==> config.mk <==
export PLATFORM = sky130hd
export DESIGN_NAME = i2c_target_regs
export DESIGN_NICKNAME = d
export VERILOG_FILES = /design/src/rtl/i2c_target_regs.sv
export SDC_FILE = /design/constraint.sdc
export NUM_CORES = 1
export LEC_CHECK = 0
export ABC_AREA = 1
export BUFFER_PORTS_ARGS = -buffer_cell sky130_fd_sc_hd__clkbuf_2
export CAP_MARGIN = 20
export CORE_MARGIN = 3
export CORE_UTILIZATION = 55
export DETAILED_ROUTE_END_ITERATION = 10
export GPL_TIMING_DRIVEN = 0
export PLACE_DENSITY_LB_ADDON = 0.3
export SKIP_LAST_GASP = 1
export SYNTH_ARGS = -nofsm -noshare
export SYNTH_HDL_FRONTEND = slang
export SYNTH_SLANG_ARGS = --single-unit
==> constraint.sdc <==
create_clock -name clk -period 2.4 [get_ports clk]
set_input_delay 0.6 -clock clk [delete_from_list [all_inputs] [get_ports clk]]
set_output_delay 0.6 -clock clk [all_outputs]
set_load 0.005 [all_outputs]
==> src/rtl/i2c_target_regs.sv <==
`default_nettype none
// ============================================================================
// Module   : i2c_target_regs
// Brief    : I2C target (responder) fronting an addressable 8-bit register file
// Revision : 1.0 - initial release
// ============================================================================
module i2c_target_regs #(
   parameter logic [6:0] ADDR       = 7'h1E,
   parameter int         NREG       = 16,
   parameter int         FILTER_LEN = 4
) (
   input  logic       clk,
   input  logic       rst,
   input  logic       scl_i,
   input  logic       sda_i,
   output logic       sda_o,
   output logic       sda_t,
   input  logic       host_wr_en,
   input  logic [7:0] host_wr_addr,
   input  logic [7:0] host_wr_data,
   output logic       i2c_wr_valid,
   output logic [7:0] i2c_wr_addr,
   output logic [7:0] i2c_wr_data,
   output logic       busy,
   output logic       addressed
);
   localparam int PW = $clog2(NREG);
   localparam int CW = $clog2(FILTER_LEN + 1);

   typedef enum logic [3:0] {
      ST_IDLE      = 4'd0,
      ST_ADDR      = 4'd1,
      ST_ADDR_ACK  = 4'd2,
      ST_PTR       = 4'd3,
      ST_PTR_ACK   = 4'd4,
      ST_WDATA     = 4'd5,
      ST_WDATA_ACK = 4'd6,
      ST_RDATA     = 4'd7,
      ST_RDATA_ACK = 4'd8,
      ST_IGNORE    = 4'd9
   } state_t;

   state_t          r_state, w_state_nxt;
   logic            r_phase, r_rw, r_sda_t, r_busy, r_addressed, r_wr_valid;
   logic [2:0]      r_bitcnt;
   logic [6:0]      r_shift;
   logic [PW-1:0]   r_ptr;
   logic [7:0]      r_wr_addr, r_wr_data;
   logic [7:0]      r_regs [NREG];

   logic [1:0]      w_raw, w_lvl, w_lvl_d;
   logic            w_scl_rise, w_scl_fall, w_start, w_stop, w_bit8, w_enter_rd;
   logic [7:0]      w_byte;

   // Index 0 is SCL, index 1 is SDA: synchronize, then hold off changes until stable.
   assign w_raw = {sda_i, scl_i};
   for (genvar gi = 0; gi < 2; gi++) begin : g_filt
      logic          r_s1, r_s2, r_lvl, r_lvl_d;
      logic [CW-1:0] r_cnt;
      always_ff @(posedge clk) begin
         if (rst) begin
            r_s1    <= 1'b1;
            r_s2    <= 1'b1;
            r_lvl   <= 1'b1;
            r_lvl_d <= 1'b1;
            r_cnt   <= '0;
         end else begin
            r_s1    <= w_raw[gi];
            r_s2    <= r_s1;
            r_lvl_d <= r_lvl;
            if (r_s2 == r_lvl) begin
               r_cnt <= '0;
            end else if (r_cnt == CW'(FILTER_LEN - 1)) begin
               r_lvl <= r_s2;
               r_cnt <= '0;
            end else begin
               r_cnt <= r_cnt + 1'b1;
            end
         end
      end
      assign w_lvl[gi]   = r_lvl;
      assign w_lvl_d[gi] = r_lvl_d;
   end

   if (PW < 8) begin : g_addr_hi
      logic w_unused_hi;
      assign w_unused_hi = ^host_wr_addr[7:PW];
   end

   assign w_scl_rise = w_lvl[0] & ~w_lvl_d[0];
   assign w_scl_fall = ~w_lvl[0] & w_lvl_d[0];
   assign w_start    = w_lvl[0] & w_lvl_d[0] & ~w_lvl[1] & w_lvl_d[1];
   assign w_stop     = w_lvl[0] & w_lvl_d[0] & w_lvl[1] & ~w_lvl_d[1];
   assign w_byte     = {r_shift, w_lvl[1]};
   assign w_bit8     = w_scl_rise && (r_bitcnt == 3'd7);
   assign w_enter_rd = (w_state_nxt == ST_RDATA) && (r_state != ST_RDATA);

   always_ff @(posedge clk) begin
      if (rst) r_state <= ST_IDLE;
      else     r_state <= w_state_nxt;
   end

   // ACK states use r_phase: 0 until the SCL fall after bit 8, 1 for the ACK bit itself.
   always_comb begin
      w_state_nxt = r_state;
      case (r_state)
         ST_ADDR:      if (w_bit8) w_state_nxt = (w_byte[7:1] == ADDR) ? ST_ADDR_ACK : ST_IGNORE;
         ST_ADDR_ACK:  if (w_scl_fall && r_phase) w_state_nxt = r_rw ? ST_RDATA : ST_PTR;
         ST_PTR:       if (w_bit8) w_state_nxt = ST_PTR_ACK;
         ST_PTR_ACK,
         ST_WDATA_ACK: if (w_scl_fall && r_phase) w_state_nxt = ST_WDATA;
         ST_WDATA:     if (w_bit8) w_state_nxt = ST_WDATA_ACK;
         ST_RDATA:     if (w_bit8) w_state_nxt = ST_RDATA_ACK;
         ST_RDATA_ACK: begin
            if (w_scl_rise && r_phase && w_lvl[1]) w_state_nxt = ST_IGNORE;
            else if (w_scl_fall && r_phase)        w_state_nxt = ST_RDATA;
         end
         default:      w_state_nxt = r_state;
      endcase
      if (w_stop)       w_state_nxt = ST_IDLE;
      else if (w_start) w_state_nxt = ST_ADDR;
   end

   always_ff @(posedge clk) begin
      if (rst) begin
         r_phase     <= 1'b0;
         r_bitcnt    <= '0;
         r_shift     <= '0;
         r_rw        <= 1'b0;
         r_ptr       <= '0;
         r_sda_t     <= 1'b1;
         r_busy      <= 1'b0;
         r_addressed <= 1'b0;
         r_wr_valid  <= 1'b0;
         r_wr_addr   <= '0;
         r_wr_data   <= '0;
         for (int i = 0; i < NREG; i++) r_regs[i] <= '0;
      end else begin
         r_wr_valid <= 1'b0;
         if (host_wr_en) r_regs[host_wr_addr[PW-1:0]] <= host_wr_data;

         if (w_start || w_stop || (w_state_nxt != r_state)) begin
            r_phase  <= 1'b0;
            r_bitcnt <= '0;
         end else begin
            if (w_scl_fall) r_phase  <= 1'b1;
            if (w_scl_rise) r_bitcnt <= r_bitcnt + 1'b1;
         end

         if (w_start) begin
            r_busy      <= 1'b1;
            r_addressed <= 1'b0;
         end else if (w_stop) begin
            r_busy      <= 1'b0;
            r_addressed <= 1'b0;
         end else if (r_state == ST_ADDR && w_state_nxt == ST_ADDR_ACK) begin
            r_addressed <= 1'b1;
         end else if (w_state_nxt == ST_IGNORE) begin
            r_addressed <= 1'b0;
         end

         if (w_enter_rd)
            r_shift <= r_regs[r_ptr][6:0];
         else if (r_state == ST_RDATA && w_scl_fall)
            r_shift <= {r_shift[5:0], 1'b0};
         else if (w_scl_rise && (r_state == ST_ADDR || r_state == ST_PTR || r_state == ST_WDATA))
            r_shift <= w_byte[6:0];

         // Bus write placed after the host write so it wins on an index collision.
         if (w_bit8) begin
            case (r_state)
               ST_ADDR: r_rw  <= w_byte[0];
               ST_PTR:  r_ptr <= w_byte[PW-1:0];
               ST_WDATA: begin
                  r_regs[r_ptr] <= w_byte;
                  r_wr_valid    <= 1'b1;
                  r_wr_addr     <= 8'(r_ptr);
                  r_wr_data     <= w_byte;
                  r_ptr         <= r_ptr + 1'b1;
               end
               default: ;
            endcase
         end
         if (r_state == ST_RDATA_ACK && r_phase && w_scl_rise) r_ptr <= r_ptr + 1'b1;

         if (w_start || w_stop) begin
            r_sda_t <= 1'b1;
         end else if (w_enter_rd) begin
            r_sda_t <= r_regs[r_ptr][7];
         end else if (w_scl_fall) begin
            case (r_state)
               ST_ADDR_ACK, ST_PTR_ACK, ST_WDATA_ACK: r_sda_t <= r_phase;
               ST_RDATA: r_sda_t <= r_shift[6];
               default:  r_sda_t <= 1'b1;
            endcase
         end
      end
   end

   assign sda_o        = 1'b0;
   assign sda_t        = r_sda_t;
   assign busy         = r_busy;
   assign addressed    = r_addressed;
   assign i2c_wr_valid = r_wr_valid;
   assign i2c_wr_addr  = r_wr_addr;
   assign i2c_wr_data  = r_wr_data;

endmodule
`default_nettype wire

# Word-level counts from Yosys, hierarchy flattened
# Memories as Yosys holds them, arrays and structs flattened. A register that Yosys moved wholly into a read port is not among the register bits.
# Cells that the tools add are included.
# totals
wordCells	136
ramBits	128
input_bits	21
out_inout_bits	21
reg_bits	50
memories	1
# classes
bitwise	13
reduce_logical	34
n_eq_ne	19
add_sub_neg	4
n_mux	43
# mem_list
memory	words	width	read_ports	rd_ports_with_merged_regs	write_ports	line	text
r_regs	16	8	1	1	16	49	logic [7:0] r_regs [NREG];
# ops
op	n
$mux 4	17
$pmux 4 s7	1
$mux 7	3
$eq 4x3->1 const B	5
$mux 1	17
$mux 8	2
$reduce_or 8->1	2
$eq 4x2->1 const B	3
$reduce_or 3->1	4
$logic_and 1x1->1	10
$reduce_and 2->1	5
$add 3x1->3 const B	3
$eq 4x4->1 const B	2
$pmux 4 s2	1
$reduce_bool 2->1	4
$and 1x1->1	7
$eq 7x5->1 const B	1
$eq 3x2->1 const B	2
$not 1->1	6
$reduce_bool 3->1	2
$reduce_or 2->1	3
$add 4x1->4 const B	1
$eq 4x1->1 const B	1
$logic_or 1x1->1	4
6 further kinds	7

# Longest topological paths before layout
# logic_depth
word_depth	11
mapped_depth	17

# Least setup slack after synthesis
# OpenSTA, ideal clock, no wires.
# synth_path
path_type	reg-to-reg
startpoint	reg r_bitcnt[0]
endpoint	mem r_regs[10][0], enable pin
path_slack_ns	0.178
stages_incl_launch_ff	12
n_path_buf	1
t_arrival_ns	1.884
path_cell_list	dfxtp_1 ha_1 ha_1 nand3_4 clkinv_2 nand2_4 nor2_4 inv_2 nor2_1 nand2_1 clkbuf_1 nand3b_1
# synth_rtl
item	line	text
start: declaration	45	logic [2:0] r_bitcnt;
start signal: assignment	147	if (w_scl_rise) r_bitcnt <= r_bitcnt + 1'b1;
end: declaration	49	

==> results.md <==
- For the pin with the worst max-slew slack, the measured transition is 0.985 ns.
- In the finished design, the share of the clock period the worst path needs comes to 99.9%.
- In the final layout, the multi-input gates occupy 4150 sq um.
- Measured along the x axis, the die boundary spans 137 um.
- The repair_antennas step left the layout with diodes totalling 0.
- The number of top-level pins is 42.
- The number of distinct standard cells referenced by the synthesized netlist is 39.
- The number of port buffers is 24.
- At the later pin of the worst-skew pair, clock insertion delay measures 0.44 ns.
- The finished layout holds 1417 standard cells, fillers aside.
- Clock tree synthesis found a total of 182 sinks.
- Setup violations remaining at the end of the flow were counted as 0.
- The total power is 0.00759 W.
- TritonCTS built the clock tree.
- The vertical die dimension is 137 um.
- Row generation in the floorplan step produced 47 rows.
- The combinational family with the most area after synthesis is simple AND/OR/NAND/NOR gates.
- The final layout contains 1215 nets.
- Global routing consumed, over all layers together, 32.1% of the routing resources.
- The number of H-tree branching levels is 4.
- Clock-pin slew was measured on the worst setup and hold paths at 0.07 ns.
- The sequential share of the synthesized area is 52.0%.
- Summing the areas of all compound-gate instances in the mapped netlist gives 16.7% of the synthesized area.
- The worst reg-to-reg path cell count is 11.
- The worst vdd rail ir drop is 508 uV.
- The first TritonRoute pass finished after 6 iterations.
- The required time at the worst-slack endpoint is 2.55 ns.
- Data arrives at the worst endpoint at 2.54 ns.
- The flow ran to the end, and the final reports show no timing, DRC or antenna violations.
- Wires add up to 29700 um.
- The worst min-delay path class is in2reg.
- The power per standard cell area is 695 nW/um^2.
- The synthesis-to-layout area growth is 15.3%.
- Setup repair after global routing could not meet its margin everywhere.
- The setup check on the worst reg-to-reg path leaves a slack of 0.003 ns.
- In this run, synthesis produced a sequential element count of 182.
- For this block, the initial DRC count from the detailed router was 1274.
- Setup total negative slack on the finished layout was measured at 0 ns.
- The maximum fanout along the worst path is 10.
- TritonCTS created 17 clock buffers.
- The core box area is 16700 sq um.
- The count of final max-slew check failures came to 0.
- Entering global routing, the biggest net connects 18 pins.
- The count of antenna-violating nets left after detailed routing is 0.
- The die covers 18800 sq um.
- After detailed routing, the number of vias per cell comes to 6.23.
- The maximum buffer depth of the clock tree is 2.
- The number of hold violations in the final report is 0.
- The routed wirelength normalized by instance count is 20.9 um.
- The initial antenna violation count is 0.
- The worst min-delay path endpoint is g_filt[0].r_s1$_SDFF_PP1_.
- The xor and xnor area share after synthesis is 0.185%.
- The DRC violation count after routing is 0.
- The count of max-cap constraint violations is 0.
- A synthesized cell averages 8.49 sq um.
- In this run the most critical hold path is launched from scl_i.
- The synthesized-area fraction occupied by and/or/nand/nor cells is 23.3%.
- The final RePlAce weighted congestion is 1.01.
- The buffer type at the clock tree root is clkbuf_16.
- In the final layout, flip-flops and latches occupy 4930 sq um.
- The worst register-to-register path begins at r_bitcnt[0]$_SDFFE_PP0P_.
- The share of cell area taken by muxes after synthesis is 0.211%.
- The worst setup path is of the reg2reg kind.
- Including well taps, the total number of placed cells is 1363.
- The fmax is 0.417 GHz.
- The detailed placer's ending HPWL is 21000 um.
- The warning count from the yosys run is 0.
- The number of global-route vias before repair is 7968.
- In this run the cell area of the synthesized design comes to 9470 sq um.
- The reg-to-reg endpoint is r_regs[4][2]$_DFFE_PP_.
- The first-pass GRT wire length is 44800 um.
- The number of filler cells placed in the layout is 1401.
- The cell count after synthesis is 1115.
- The leakage power total is 4.08 nW.
- The clock skew after layout is 0.00881 ns.
- The effective utilization at floorplan is 56.7%.
- The time the final worst path needs with I/O delays and setup is 2.40 ns.
- The remaining global-route overflow is 0.
- The type of element launching the critical path is a register.
- The worst setup path is captured at a register.
- The arithmetic-cell share of the synthesized area counting full adders, half adders and majority gates is 1.32%.
- In this run the tightest slew margin relative to its limit is 34.3%.
- The via count of the routed design is 8831.
- The number of instances on the worst hold path is 2.
- Of the cells placed in the final design, the portion with a size suffix greater than 1 is 14.4%.
[metrics by stage]
stage                     utilization, %  cell area, sq um  worst slack, ns  hold slack [ns]
after floorplan                        -              9480            0.178            0.389
after global placement              59.2              9880           -0.257            0.395
after detailed placement            59.2              9880           -0.298            0.397
after CTS                           64.3             10700           -0.112            0.347
after global routing                65.4             10900          -0.0918            0.354
final                               65.4             10900          0.00298            0.347
[flip-flops by register name (all words and copies together), names as in the netlist, 3 cells and up, named ones only]
signal,cells
r_state,4
i2c_wr_data,8
r_shift,7
i2c_wr_addr,4
r_ptr,4
g_filt.r_cnt,6
r_bitcnt,3
r_regs,128
[report_power, final]
part | leakage, nW | internal [W] | total [W] | switching [W]
logic | 2.15 | 0.000374 | 0.00122 | 0.000844
registers | 1.66 | 0.00351 | 0.00360 | 0.0000899
clock network | 0.281 | 0.00154 | 0.00277 | 0.00123
total | 4.08 | 0.00543 | 0.00759 | 0.00216
[kinds of logic (layout without fill, tap and decap cells)]
family,count (synthesis),count (layout)
AO/OA/AOI/OAI,303,303
XOR/XNOR,2,2
adder cells (fa/ha/maj),10,10
buffers and inverters,146,223
flip-flops,182,182
multiplexers,2,2
other,1,5
AND/OR/NAND/NOR,469,470
[cell usage after synthesis (all sizes together)]
cell type | instances | area share (%)
nand4 | 17 | 1.1
dfxtp | 54 | 11
conb | 1 | 0.040
inv | 64 | 2.5
buf | 23 | 1.3
nor3 | 2 | 0.16
or2 | 4 | 0.26
nand3b | 12 | 0.95
mux2i | 2 | 0.21
nand3 | 163 | 9.1
ha | 10 | 1.3
edfxtp | 128 | 41
a21oi | 27 | 1.4
clkbuf | 57 | 2.3
o22ai | 34 | 2.2
o21bai | 1 | 0.079
o2111ai | 2 | 0.19
xor2 | 2 | 0.19
nor2 | 155 | 6.9
clkinv | 2 | 0.092
a311oi | 1 | 0.093
nand2 | 116 | 4.8
a31oi | 1 | 0.066
o21ai | 233 | 12
o211ai | 4 | 0.32
[final cells by class]
cell class	count	area share [%]
Clock buffer	18	3.93
Inverter	66	2.35
Sequential cell	182	45.1
Buffer	70	3.20
Multi-Input combinational cell	792	38.0
Timing Repair Buffer	55	3.50
Tap cell	220	2.52
Clock inverter	14	1.38
[worst max-delay path, cell delays in order (launching register included)]
cell	delay [ns]
dfxtp_2	0.34
ha_1	0.15
ha_2	0.19
nand3_4	0.13
inv_6	0.12
nand2_4	0.10
nor2_4	0.18
buf_4	0.17
nand3_2	0.19
buf_4	0.25
nand3b_1	0.10
buf_4	0.18
[layer usage]
| layer | track usage, % | vias up | part of all wire, % |
|---|---|---|---|
| li1 | - | 4080 | - |
| met1 | 42.4 | 4017 | 38 |
| met2 | 49.6 | 595 | 45 |
| met3 | 6.39 | 139 | 11 |
| met4 | 18.2 | 0 | 5.7 |
| met5 | 0 | - | 0 |
[worst max path at each step]
stage	startpoint	to	slack (ns)
after floorplan	r_bitcnt[0]$_SDFFE_PP0P_	r_regs[10][0]$_DFFE_PP_	0.18
after detailed placement	r_bitcnt[0]$_SDFFE_PP0P_	r_regs[2][6]$_DFFE_PP_	-0.30
after global placement	rst	r_regs[7][2]$_DFFE_PP_	-0.26
final	r_bitcnt[0]$_SDFFE_PP0P_	r_regs[4][2]$_DFFE_PP_	0.003
after global routing	r_bitcnt[1]$_SDFFE_PP0P_	r_regs[4][6]$_DFFE_PP_	-0.09
after CTS	r_bitcnt[0]$_SDFFE_PP0P_	r_regs[6][3]$_DFFE_PP_	-0.11
[placed cells by master, fill, tap and decap left out, types with 27 or more instances in the layout]
cell,instances
nand3_1,151
clkbuf_1,36
nand2_1,99
o21ai_0,200
clkbuf_2,31
a21oi_1,27
dfxtp_1,53
o22ai_1,33
nor2_1,143
o21ai_1,32
buf_4,35
inv_1,53
edfxtp_1,128
[repair_timing]
item,in CTS,in global routing
pin swaps,1,3
endpoints found under the setup margin,145,220
buffers inserted,23,8
gates cloned,1,0
hold buffers,0,0
gates resized for setup,29,57
No activity file was read; power rests on OpenSTA's default activity.
